**config.mk**
```make
export PLATFORM = sky130hd
export DESIGN_NAME = video_out
export DESIGN_NICKNAME = d
export VERILOG_FILES = /design/src/rtl/video_pkg.sv /design/src/rtl/video_out_ce_gen.sv /design/src/rtl/video_out.sv
export SDC_FILE = /design/constraint.sdc
export NUM_CORES = 1
export LEC_CHECK = 0
export ABC_AREA = 0
export CAP_MARGIN = 30
export CORE_MARGIN = 5
export CORE_UTILIZATION = 50
export CTS_CLUSTER_DIAMETER = 30
export DETAILED_ROUTE_END_ITERATION = 8
export PLACE_DENSITY = 0.92
export RECOVER_POWER = 50
export SETUP_SLACK_MARGIN = 0.05
export SLEW_MARGIN = 20
export SYNTH_ARGS = -nofsm -noshare
export SYNTH_HDL_FRONTEND = slang
export SYNTH_SLANG_ARGS = --single-unit
export TNS_END_PERCENT = 5
```
**constraint.sdc**
```tcl
create_clock -name clock -period 3.38 [get_ports clock]
set_input_delay 0.338 -clock clock [delete_from_list [all_inputs] [get_ports clock]]
set_output_delay 0.338 -clock clock [all_outputs]
set_load 0.02 [all_outputs]
```
**src/rtl/video_pkg.sv**
```systemverilog
// Shared constants and helpers for the video back-end.
// Holds the sync mode encodings, the default channel width and the channel slice helper.
// Contains no logic, so it has no latency and no backpressure.
package video_pkg;
  localparam logic MODE_CSYNC = 1'b0;
  localparam logic MODE_SEP   = 1'b1;
  localparam int   CW_DEF     = 2;
  localparam int   NUM_CH     = 3;

  // The rgb bus is {r,g,b}, so channel 0 (red) is in the top slice.
  function automatic int ch_lsb(input int ch, input int cw);
    return (NUM_CH - 1 - ch) * cw;
  endfunction
endpackage

```
**src/rtl/video_out_ce_gen.sv**
```systemverilog
// Generates the core clock-enable: a free-running divide-by-DIV counter.
// ce is registered and is high for the clock where count == DIV-1.
// The counter is free-running and has no backpressure.
module video_out_ce_gen #(
  parameter int DIV = 6
) (
  input  logic clock,
  input  logic reset,
  output logic ce
);
  localparam int CNT_W = (DIV > 1) ? $clog2(DIV) : 1;
  localparam logic [CNT_W-1:0] LAST = CNT_W'(DIV - 1);

  logic [CNT_W-1:0] count;
  logic [CNT_W-1:0] count_nxt;

  always_comb begin
    count_nxt = (count == LAST) ? '0 : count + CNT_W'(1);
  end

  // ce is registered from the next count so that it lines up with count == LAST.
  always_ff @(posedge clock or posedge reset) begin
    if (reset) begin
      count <= '0;
      ce    <= 1'b0;
    end else begin
      count <= count_nxt;
      ce    <= (count_nxt == LAST);
    end
  end
endmodule

```
**src/rtl/video_out.sv**
```systemverilog
// Video back-end: samples core sync/pixel on ce, counts lines/frames, drives registered pins.
// Latency is 2 clocks from ce assertion to the pins; VIDEO_SCANLINE_EN halves odd-line colour.
// There is no backpressure: the core is paced only by ce.
module video_out
  import video_pkg::*;
#(
  parameter int DIV    = 6,
  parameter int CW     = CW_DEF,
  parameter int LINE_W = 10,
  parameter bit SYNC_N = 1'b1
) (
  input  logic                 clock,
  input  logic                 reset,
  input  logic                 mode,
  input  logic [NUM_CH*CW-1:0] fg,
  input  logic [NUM_CH*CW-1:0] bg,
  input  logic                 hsync_in,
  input  logic                 vsync_in,
  input  logic                 pixel_in,
  output logic                 ce,
  output logic [1:0]           sync,
  output logic [NUM_CH*CW-1:0] rgb,
  output logic [LINE_W-1:0]    line,
  output logic [7:0]           frame
);
  localparam logic [1:0] SYNC_IDLE = {2{SYNC_N}};

  logic h1, v1, p1;
  logic h_rise, v_rise;
  logic [1:0] sync_d;
  logic [NUM_CH*CW-1:0] col, rgb_d;

  video_out_ce_gen #(.DIV(DIV)) u_ce_gen (
    .clock (clock),
    .reset (reset),
    .ce    (ce)
  );

  assign h_rise = hsync_in & ~h1;
  assign v_rise = vsync_in & ~v1;

  // Stage 1 and the counters advance only on ce; vsync takes priority over hsync.
  always_ff @(posedge clock or posedge reset) begin
    if (reset) begin
      h1    <= 1'b0;
      v1    <= 1'b0;
      p1    <= 1'b0;
      line  <= '0;
      frame <= '0;
    end else if (ce) begin
      h1 <= hsync_in;
      v1 <= vsync_in;
      p1 <= pixel_in;
      if (v_rise) begin
        line  <= '0;
        frame <= frame + 8'd1;
      end else if (h_rise && (line != '1)) begin
        line <= line + LINE_W'(1);
      end
    end
  end

  always_comb begin
    case (mode)
      MODE_CSYNC: sync_d = {1'b1, ~(h1 ^ v1)};
      MODE_SEP:   sync_d = {~v1, ~h1};
      default:    sync_d = 2'b11;
    endcase
    sync_d = sync_d ^ {2{~SYNC_N}};
    col = p1 ? fg : bg;
`ifdef VIDEO_SCANLINE_EN
    if (line[0]) begin
      for (int i = 0; i < NUM_CH; i++) begin
        col[ch_lsb(i, CW) +: CW] = col[ch_lsb(i, CW) +: CW] >> 1;
      end
    end
`endif
    rgb_d = (h1 | v1) ? '0 : col;
  end

  always_ff @(posedge clock or posedge reset) begin
    if (reset) begin
      sync <= SYNC_IDLE;
      rgb  <= '0;
    end else begin
      sync <= sync_d;
      rgb  <= rgb_d;
    end
  end
endmodule

```
==> results of run 1 <==
## registers in the layout, summed over array words and instances (netlist names)
| register | cells |
|---|---|
| sync | 2 |
| u_ce_gen.count | 3 |
| p1 | 1 |
| line | 10 |
| u_ce_gen.ce | 1 |
| h1 | 1 |
| v1 | 1 |
| frame | 8 |
| rgb | 6 |
## stage by stage
step | cell area, um^2 | utilization | std cells | hold WS [ns] | power [uW]
floorplan | 1520 | - | 138 | 0.381 | 520
finish | 2070 | 0.694 | 220 | 0.447 | 901
global placement | 1980 | 0.666 | 212 | 0.417 | 595
global route | 2070 | 0.694 | 220 | 0.478 | 936
detailed placement | 1980 | 0.666 | 212 | 0.440 | 601
CTS | 2070 | 0.695 | 220 | 0.371 | 911
## power by group
group          internal (uW)  switching [uW]
Combinational           77.5            67.5
Sequential               420            25.6
Clock                    177             134
## per-layer routing
layer  up-vias  wire, um
met5         -         0
met4         0        97
met3        15       314
met2        72      1760
met1       589      1220
li1        579         -
## final cells by class
cell class              instances  area share
flip-flops and latches         33       0.401
multi-input cells              95       0.312
repair buffers                 45       0.215
clock buffers                   7      0.0267
well taps                      33      0.0200
clock inverters                 1      0.0145
inverters                       6      0.0109
## worst max-delay path, stage by stage
cell and delay, ns:
sky130_fd_sc_hd__dlygate4sd3_1 0.53, sky130_fd_sc_hd__inv_1 0.05, sky130_fd_sc_hd__clkbuf_1 1.22
## path summary, 6_finish.rpt
path / endpoint / slack, ns / cells after the start / startpoint
max in group clock: line[2] / 1.45 / 5 / line[0]
setup reg to reg: line[2] / 1.45 / 5 / line[0]
setup / recovery: line[4] / 1.39 / 3 / reset
hold / removal: sync[1] / 0.45 / 1 / v1
hold reg to reg: sync[1] / 0.45 / 1 / v1
min in group asynchronous: rgb[4] / 1.02 / 3 / reset
## cell usage in the layout, fill, tap and decap left out, types with 3 or more instances in the layout
cell                               n
sky130_fd_sc_hd__inv_1             6
sky130_fd_sc_hd__o21ai_0           5
sky130_fd_sc_hd__xnor2_1           3
sky130_fd_sc_hd__xor2_1            3
sky130_fd_sc_hd__nor2_1            6
sky130_fd_sc_hd__nand3_1           3
sky130_fd_sc_hd__ha_1              3
sky130_fd_sc_hd__a31oi_1           7
sky130_fd_sc_hd__clkbuf_4          5
sky130_fd_sc_hd__clkdlybuf4s50_1  42
sky130_fd_sc_hd__nor3_1            4
sky130_fd_sc_hd__nand2_1          15
sky130_fd_sc_hd__nor2b_1           6
sky130_fd_sc_hd__dfrtp_1          31
sky130_fd_sc_hd__mux2i_1           8
sky130_fd_sc_hd__nand4_1           6
## logic make-up (layout without fill, tap and decap cells)
family | after synthesis | count (layout) | synth area share
AOI/OAI and AO/OA | 23 | 23 | 0.109
xor gates and xnor gates | 6 | 6 | 0.0346
adders and majority gates | 3 | 3 | 0.0247
buffers and inverters | 10 | 59 | 0.0305
DFF | 33 | 33 | 0.545
muxes | 11 | 11 | 0.0750
and+or+nand+nor | 52 | 52 | 0.181
==> results.rst, run 1 <==
.. list-table::
   :header-rows: 1

   * - Metric
     - Value
   * - Ratio of cells with drive above 1 in the final layout
     - 0.0749
   * - TritonCTS clock tree
     - built
   * - Fmax
     - a little over 0.5 GHz
   * - Number of DRC markers in iteration 0
     - 59
   * - Largest cells by area after synthesis
     - sky130_fd_sc_hd__dfrtp_1, sky130_fd_sc_hd__mux2i_1, sky130_fd_sc_hd__nand2_1
   * - Vias in the first global route
     - 1,276
   * - Vertical die dimension
     - 65.1 um
   * - Netlist cell types
     - 37
   * - Run status
     - finished, violations left
   * - Clock transition at the register clock pins on the worst setup and hold paths after CTS
     - 0.10 ns
   * - Final-report setup violation count
     - 0
   * - Crit end category
     - asynchronous set/reset pin
   * - # port buffers
     - 44
   * - Syn Nets
     - 159
   * - Most used standard cells in the synthesized netlist
     - sky130_fd_sc_hd__dfrtp_1, sky130_fd_sc_hd__nand2_1, sky130_fd_sc_hd__mux2i_1
   * - Detailed placement HPWL
     - 2.51 mm
   * - Met1 Usage GRT
     - 0.170
   * - Global routing usage on met3
     - 0.0513
   * - Most common cell in the synthesized netlist
     - sky130_fd_sc_hd__dfrtp_1
   * - Area of all sequential standard cells
     - 828 um^2
   * - Max FO, Critical Path
     - 33
   * - Final hold viol count
     - 0
   * - Count of filler cells inserted in the layout
     - 220
   * - Cell area after synthesis
     - roughly 1500 um^2
   * - Path class of the lowest-slack min-delay path
     - reg -> reg
   * - Share of the synthesized area in the top cell type
     - 0.511
   * - Primary flip-flop cell chosen by synthesis mapping
     - sky130_fd_sc_hd__dfrtp_1
   * - Num rows
     - 20
   * - Clock latency on the worst-skew pair
     - 0.34 ns
   * - Actual slew at the worst max-slew pin
     - between 1.5 and 2 ns
   * - Arrival time worst endpoint
     - 2.14 ns
   * - Wire length per cell after detailed routing
     - approximately 15 um
   * - Num Clock Sinks
     - 33
   * - Gp weighted congestion
     - approximately 0.8
   * - Post-Place Setup Slack
     - 1.52 ns
   * - Die outline width
     - 65.1 um
   * - Cell type with the highest aggregate area in the netlist
     - sky130_fd_sc_hd__dfrtp_1
   * - Hold-fix buffer count after cts
     - 0
   * - Gr ovfl total
     - 0
   * - Total clock buffers created by CTS
     - 5
   * - Power per standard cell area
     - 436 nW/um^2
   * - Starting Density
     - 0.510
   * - Violations in the final reports
     - max-capacitance violations, max-slew violations
   * - Number of instances in the synthesized netlist
     - 138
   * - Fraction of met2 tracks used by global routing
     - 0.313
   * - Final Routed Wirelength
     - 3.39 mm
   * - Slew headroom
     - -0.126
   * - Final cycle utilization of the critical path
     - 0.588
   * - Setup skew after layout
     - around 0.0045 ns
   * - Remaining antenna violation count after routing
     - 0
   * - Clk root buf
     - sky130_fd_sc_hd__clkbuf_4
   * - EDFF count, synth
     - 0
   * - Req. time, crit path
     - 3.53 ns
   * - Post-CTS setup repair buffer count
     - 0
   * - Count of unresolved DRC violations after routing
     - 0
   * - Antenna violations before repair
     - 0
   * - # IOs
     - 45
   * - Avg Synthesized Cell Area
     - 11.0 um^2
   * - Max Slew Vio Count
     - 34
   * - Largest voltage drop on the vdd net
     - 0.000243 V
   * - Total vias in the final route
     - 1,255
   * - Proportion of synthesized flip-flops having asynchronous set or reset
     - 1.00
   * - Post-route minimum period
     - 1.99 ns
   * - Setup WS post-layout
     - around 1.4 ns
   * - N_diodes
     - 0
   * - Core Area
     - 2980 um^2
   * - Global-route wire length before repair
     - 5.59 mm
   * - Maximum level of the CTS H-tree
     - 2
   * - Crit path launch type
     - input port
   * - Lkg Pwr
     - 0.000933 uW
   * - Sequential-to-total area share from yosys stat
     - 0.545
   * - Flip-flop and latch count after synthesis
     - 33
   * - Post-detailed-route via-to-cell ratio
     - 5.70
   * - Max-cap viol count
     - 1
   * - Final TNS setup
     - 0 ns
   * - Area of the multi-input gates
     - 644 um^2
   * - Top Usage Layer GRT
     - met2
   * - Total global routing track utilization
     - 0.171
   * - Critical setup path kind
     - in -> async
   * - Total Die Area
     - 4240 um^2
   * - RSZ-0062 raised after global routing
     - false
   * - Synthesis-to-finish area growth
     - 36.0%
   * - Warnings, synthesis
     - 0
   * - Initial DRT Pass Iterations
     - 7
   * - Post-cts gate resize count
     - 0
   * - Post-layout nets
     - between 200 and 250
   * - Pin count of the biggest net entering global routing
     - 34
   * - Number of buffers on the longest clock path
     - 2
(Power assumes the default switching activity.)
==> run 2: changes to the inputs <==
Settings changed: CORE_UTILIZATION 50 to 46, PLACE_DENSITY 0.92 to 0.86.
Clock period 3.38 ns to 1.9 ns, I/O delays scaled along.
==> results.rst, run 2 (same netlist as run 1, synthesis figures left out) <==
.. list-table::
   :header-rows: 1

   * - Metric
     - Value
   * - Run status
     - finished, final reports clean
   * - Count of filler cells inserted in the layout
     - 257 (+17%)
   * - Number of buffers on the longest clock path
     - 2 (unchanged)
   * - Total Die Area
     - 4550 um^2 (+7.3%)
   * - Hold-fix buffer count after cts
     - 0 (unchanged)
   * - Final TNS setup
     - 0 ns (unchanged)
   * - Relative contribution of sequential cells to total power
     - 0.498 (+0.003)
   * - Maximum level of the CTS H-tree
     - 2 (unchanged)
   * - Post-detailed-route via-to-cell ratio
     - 5.30 (-7.1%)
   * - Max Slew Vio Count
     - 0 (-100%)
   * - Total placed cells including tap cells
     - 224 (+5.7%)
   * - Fmax
     - 0.565 GHz
   * - Global-route wire length before repair
     - 5.52 mm (-1.2%)
   * - Net Switching
     - 388 uW (+71%)
   * - Share of power burned in the clock network
     - 0.336 (-0.008)
   * - Post-route minimum period
     - 1.77 ns
   * - Power per standard cell area
     - 760 nW/um^2 (+74%)
   * - Worst hold path stage count
     - 2 (+1)
   * - Antenna violations before repair
     - 0 (unchanged)
   * - Lkg Pwr
     - 0.000942 uW (+0.95%)
   * - RSZ-0062 raised after global routing
     - false
   * - Number of DRC markers in iteration 0
     - 77 (+31%)
   * - Num Clock Sinks
     - 33 (unchanged)
   * - Vertical die dimension
     - 67.5 um (+3.6%)
   * - Met1 Usage GRT
     - 0.189 (+0.0192)
   * - Req. time, crit path
     - 2.15 ns (-1.38 ns)
   * - Sw frac
     - 0.244 (-0.00790)
   * - Pin count of the biggest net entering global routing
     - 34 (unchanged)
   * - Slew headroom
     - 0.477 (+0.604)
   * - Arrival time worst endpoint
     - 2.02 ns (-0.12 ns)
   * - Largest regs
     - line x10, frame x8, rgb x6
   * - Crit end category
     - flip-flop
   * - Area of the multi-input gates
     - 649 um^2 (+0.78%)
   * - Final Routed Wirelength
     - 3.24 mm (-4.4%)
   * - Die outline width
     - 67.5 um (+3.6%)
   * - Fraction of met2 tracks used by global routing
     - 0.247 (-0.0662)
   * - Synthesis-to-finish area growth
     - 37.8%
   * - Core Area
     - 3100 um^2 (+4.2%)
   * - Clock transition at the register clock pins on the worst setup and hold paths after CTS
     - 0.10 ns (about the same)
   * - Most frequent cells in the layout
     - sky130_fd_sc_hd__clkdlybuf4s50_1, sky130_fd_sc_hd__dfrtp_1, sky130_fd_sc_hd__nand2_1
   * - Total global routing track utilization
     - 0.164 (-0.00788)
   * - Cell depth of the worst flop-to-flop path
     - 5 (unchanged)
   * - Clock latency on the worst-skew pair
     - 0.32 ns (-0.02 ns)
   * - Count of unresolved DRC violations after routing
     - 0 (unchanged)
   * - # port buffers
     - 44 (unchanged)
   * - Initial DRT Pass Iterations
     - 4 (-3)
   * - Post-CTS setup repair buffer count
     - 0 (unchanged)
   * - Final hold viol count
     - 0 (unchanged)
   * - Actual slew at the worst max-slew pin
     - 0.784 ns (-0.906 ns)
   * - Detailed placement HPWL
     - 2.36 mm (-6.0%)
   * - Area of all sequential standard cells
     - 828 um^2 (unchanged)
   * - Total vias in the final route
     - 1,229 (-2.1%)
   * - Post-layout nets
     - 208 (+0.48%)
   * - Total clock buffers created by CTS
     - 5 (unchanged)
   * - Area of placed instances
     - 2010 um^2 (+1.1%)
   * - Setup skew after layout
     - 0.00641 ns (+0.00188 ns)
   * - Global routing usage on met3
     - 0.0849 (+0.0336)
   * - Gr ovfl total
     - 0 (unchanged)
   * - Clk root buf
     - sky130_fd_sc_hd__clkbuf_4
   * - Post-cts gate resize count
     - 1 (+1)
   * - N_diodes
     - 0 (unchanged)
   * - Combinational Power Share
     - 0.166 (+0.005)
   * - Final-report setup violation count
     - 0 (unchanged)
   * - TritonCTS clock tree
     - built
   * - Critical setup path kind
     - reg -> reg
   * - Max FO, Critical Path
     - 7 (-79%)
   * - Flip-flop count of the largest register, all copies and words added
     - 10 (unchanged)
   * - Path class of the lowest-slack min-delay path
     - in -> reg
   * - Register ranked first by flip-flop count
     - line
   * - Final cycle utilization of the critical path
     - 0.932
   * - Largest voltage drop on the vdd net
     - 0.000575 V (+140%)
   * - Num rows
     - 20 (unchanged)
   * - Most frequent standard cell in the layout excluding fill and tap cells
     - sky130_fd_sc_hd__clkdlybuf4s50_1
   * - Vias in the first global route
     - 1,225 (-4.0%)
   * - Crit path launch type
     - flip-flop
   * - Gp weighted congestion
     - 0.854 (+4.1%)
   * - Ratio of cells with drive above 1 in the final layout
     - 0.0904 (+0.0156)
   * - Remaining antenna violation count after routing
     - 0 (unchanged)
   * - Top Usage Layer GRT
     - met2
   * - Max-cap viol count
     - 0 (-1)
   * - Number of standard cells in the layout, taps in and fillers out
     - 232 (+5.5%)
   * - Fin area
     - 2090 um^2 (+1.3%)
   * - Internal portion of total power
     - 1200 uW (+78%)
   * - Starting Density
     - 0.490 (-0.0206)
   * - Wire length per cell after detailed routing
     - 14.0 um (-9.3%)
   * - # IOs
     - 45 (unchanged)
run 2: cell types whose count changed in the layout (fill, tap and decap cells not counted):
cell / delta
sky130_fd_sc_hd__buf_4: +1
sky130_fd_sc_hd__or3_1: -1
sky130_fd_sc_hd__dlygate4sd3_1: -1
sky130_fd_sc_hd__clkbuf_1: -1
sky130_fd_sc_hd__clkbuf_2: +1
sky130_fd_sc_hd__or3_4: +1
sky130_fd_sc_hd__clkdlybuf4s50_1: +1
run 2: power groups by stage:
stage	combinational [uW]	clock [uW]	sequential (uW)
floorplan	77.4	0	848
global placement	259	0	803
detailed placement	268	0	807
CTS	270	551	794
global route	290	593	803
finish	264	535	792
run 2: worst paths after layout:
kind                       startpoint       end  slack (ns)
min in group asynchronous       reset    rgb[1]        0.52
min                              mode   sync[1]        0.43
max                           line[0]   line[5]        0.13
max in group asynchronous       reset  frame[1]        0.89
min reg2reg                        v1   sync[1]        0.46
max reg2reg                   line[0]   line[5]        0.13
run 2: per-layer routing:
layer	routed length, um	up-vias
li1	-	583
met1	1330	588
met2	1540	52
met3	318	6
met4	51	0
met5	0	-
run 2: cell type report:
class | instances | area share
clock buffers | 7 | 0.0263
multi-input cells | 95 | 0.310
well taps | 44 | 0.0263
repair buffers | 46 | 0.216
flip-flops and latches | 33 | 0.396
clock inverters | 1 | 0.0143
inverters | 6 | 0.0108
run 2: critical path: stages (launching register included):
cell	delay (ns)
sky130_fd_sc_hd__dfrtp_1	0.42
sky130_fd_sc_hd__ha_1	0.23
sky130_fd_sc_hd__nand3_2	0.15
sky130_fd_sc_hd__or3_4	0.48
sky130_fd_sc_hd__a21o_4	0.25
sky130_fd_sc_hd__a31oi_1	0.17
run 2: per-stage QoR:
step | total power, uW | utilization | hold WS [ns] | worst slack (ns)
2_1_floorplan | 926 | - | 0.233 | 0.0977
3_3_place_gp | 1060 | 0.646 | 0.424 | 0.139
3_5_place_dp | 1080 | 0.646 | 0.455 | 0.0576
4_1_cts | 1620 | 0.675 | 0.245 | 0.140
5_1_grt | 1690 | 0.675 | 0.413 | 0.0615
6_report | 1590 | 0.675 | 0.426 | 0.129
==> run 3: changes to the inputs <==
Settings changed: CELL_PAD_IN_SITES_DETAIL_PLACEMENT set to 1, CELL_PAD_IN_SITES_GLOBAL_PLACEMENT set to 2, CORE_UTILIZATION 46 to 29, PLACE_DENSITY 0.86 to 0.87.
==> results.rst, run 3 (same netlist as run 1, synthesis figures left out) <==
.. list-table::
   :header-rows: 1

   * - Metric
     - Value
   * - Run status
     - finished, final reports clean
   * - Detailed placement HPWL
     - 3.03 mm (+29%)
   * - Req. time, crit path
     - 2.07 ns (-0.08 ns)
   * - Remaining antenna violation count after routing
     - 0 (unchanged)
   * - Post-CTS setup repair buffer count
     - 0 (unchanged)
   * - Largest regs
     - line x10, frame x8, rgb x6
   * - Crit end category
     - flip-flop
   * - Max Slew Vio Count
     - 0 (unchanged)
   * - Wire length per cell after detailed routing
     - 15.2 um (+8.6%)
   * - Clk root buf
     - sky130_fd_sc_hd__clkbuf_8
   * - Arrival time worst endpoint
     - 1.89 ns (-0.13 ns)
   * - Max-cap viol count
     - 0 (unchanged)
   * - Share of power burned in the clock network
     - 0.390 (+0.054)
   * - Total clock buffers created by CTS
     - 5 (unchanged)
   * - # IOs
     - 45 (unchanged)
   * - Core Area
     - 5110 um^2 (+65%)
   * - Chain of cells forming the critical path
     - ha_1 -> nand3_2 -> buf_4 -> or2_1 -> and3_1 -> a211o_1
   * - Power per standard cell area
     - 799 nW/um^2 (+5.1%)
   * - Total vias in the final route
     - 1,240 (+0.90%)
   * - Vertical die dimension
     - 82.4 um (+22%)
   * - Standard cell with the maximum stage delay on the critical path
     - sky130_fd_sc_hd__dfrtp_1
   * - Actual slew at the worst max-slew pin
     - 0.822 ns (+0.0376 ns)
   * - Post-route minimum period
     - 1.72 ns (-0.0491 ns)
   * - Final-report setup violation count
     - 0 (unchanged)
   * - Clock latency on the worst-skew pair
     - 0.28 ns (-0.04 ns)
   * - Slew headroom
     - 0.452 (-0.0251)
   * - Initial DRT Pass Iterations
     - 4 (unchanged)
   * - Maximum level of the CTS H-tree
     - 2 (unchanged)
   * - Relative contribution of sequential cells to total power
     - 0.455 (-0.043)
   * - Post-layout nets
     - 212 (+1.9%)
   * - Biggest cell delay along the critical path
     - 0.42 ns (-0.06 ns)
   * - Max FO, Critical Path
     - 5 (-2)
   * - N_diodes
     - 0 (unchanged)
   * - Clock transition at the register clock pins on the worst setup and hold paths after CTS
     - 0.07 ns (-0.03 ns)
   * - WP buf/inv
     - 1 (+1)
   * - Largest voltage drop on the vdd net
     - 0.000427 V (-26%)
   * - Sw frac
     - 0.246 (+0.00232)
   * - Final hold viol count
     - 0 (unchanged)
   * - Combinational Power Share
     - 0.155 (-0.011)
   * - Area of placed instances
     - 2070 um^2 (+3.1%)
   * - Critical setup path kind
     - reg -> reg
   * - Most frequent standard cell in the layout excluding fill and tap cells
     - sky130_fd_sc_hd__clkdlybuf4s50_1
   * - TritonCTS clock tree
     - built
   * - Path class of the lowest-slack min-delay path
     - reg -> reg
   * - Die outline width
     - 82.4 um (+22%)
   * - Num rows
     - 26 (+30%)
   * - Ratio of cells with drive above 1 in the final layout
     - 0.109 (+0.0189)
   * - # port buffers
     - 44 (unchanged)
   * - Setup skew after layout
     - 0.00616 ns (-0.000246 ns)
   * - Net Switching
     - 430 uW (+11%)
   * - Gp weighted congestion
     - 0.846 (-0.97%)
   * - Gr ovfl total
     - 0 (unchanged)
   * - Total global routing track utilization
     - 0.136 (-0.0278)
   * - Number of buffers on the longest clock path
     - 2 (unchanged)
   * - Kind of cell with the highest combined delay on the critical path
     - simple AND/OR/NAND/NOR gates
   * - Most frequent cells in the layout
     - sky130_fd_sc_hd__clkdlybuf4s50_1, sky130_fd_sc_hd__dfrtp_1, sky130_fd_sc_hd__nand2_1
   * - Num Clock Sinks
     - 33 (unchanged)
   * - Crit path launch type
     - flip-flop
   * - Pin count of the biggest net entering global routing
     - 34 (unchanged)
   * - Starting Density
     - 0.297 (-0.192)
   * - Post-detailed-route via-to-cell ratio
     - 4.73 (-11%)
   * - Count of unresolved DRC violations after routing
     - 0 (unchanged)
   * - Vias in the first global route
     - 1,435 (+17%)
   * - Synthesis-to-finish area growth
     - 44.0%
   * - Final cycle utilization of the critical path
     - 0.906 (-0.0258)
   * - Fin area
     - 2190 um^2 (+4.5%)
   * - Fmax
     - 0.581 GHz (+2.9%)
   * - Flip-flop count of the largest register, all copies and words added
     - 10 (unchanged)
   * - Lkg Pwr
     - 0.000975 uW (+3.6%)
   * - Final TNS setup
     - 0 ns (unchanged)
   * - Register ranked first by flip-flop count
     - line
   * - RSZ-0062 raised after global routing
     - false
   * - Global-route wire length before repair
     - 6.90 mm (+25%)
   * - Total Die Area
     - 6780 um^2 (+49%)
   * - Internal portion of total power
     - 1320 uW (+9.5%)
   * - Number of DRC markers in iteration 0
     - 29 (-62%)
   * - Final Routed Wirelength
     - 3.97 mm (+23%)
   * - Antenna violations before repair
     - 0 (unchanged)
[run 3: power by group through the flow]
stage	Combinational (uW)	Sequential, uW	Clock [uW]
4_1_cts	278	797	702
3_5_place_dp	278	807	0
5_1_grt	297	802	743
6_report	270	796	681
2_1_floorplan	77.4	848	0
3_3_place_gp	266	803	0
[run 3: final cells by class]
cell class	count	area, um^2
clock buffer	7	86.3
timing repair buffer	50	483
sequential	33	828
tap	70	87.6
multi-input combinational	95	649
fill	580	2920
inverter	6	22.5
clock inverter	1	30.0
[run 3: stage by stage]
step	worst slack, ns	hold slack, ns	power (uW)	cells	utilization
after CTS	0.0973	0.312	1780	262	0.428
after floorplan	0.0977	0.233	926	138	-
final	0.178	0.443	1750	262	0.428
after detailed placement	0.119	0.433	1080	254	0.405
after global placement	0.204	0.425	1070	254	0.405
after global routing	0.0862	0.469	1840	262	0.428
[run 3: what timing repair did]
action	in CTS	in global routing
hold buffers	0	0
endpoints found under the hold margin	0	0
setup endpoints to repair	0	10
resized for setup	0	1
[run 3: path summary, 6_finish.rpt]
check / end / cells after the start / slack, ns / from
max: line[6] / 6 / 0.18 / line[0]
min: sync[1] / 1 / 0.44 / v1
max reg2reg: line[6] / 6 / 0.18 / line[0]
min reg2reg: sync[1] / 1 / 0.44 / v1
max in group asynchronous: line[9] / 3 / 0.80 / reset
min in group asynchronous: rgb[3] / 3 / 0.59 / reset
[run 3: metal layers]
metal,global-route usage,wire length [um],vias to the layer above
met5,0,0,-
met4,0.0548,60,0
met3,0.0542,295,7
met2,0.222,1910,40
met1,0.158,1700,604
li1,-,-,589
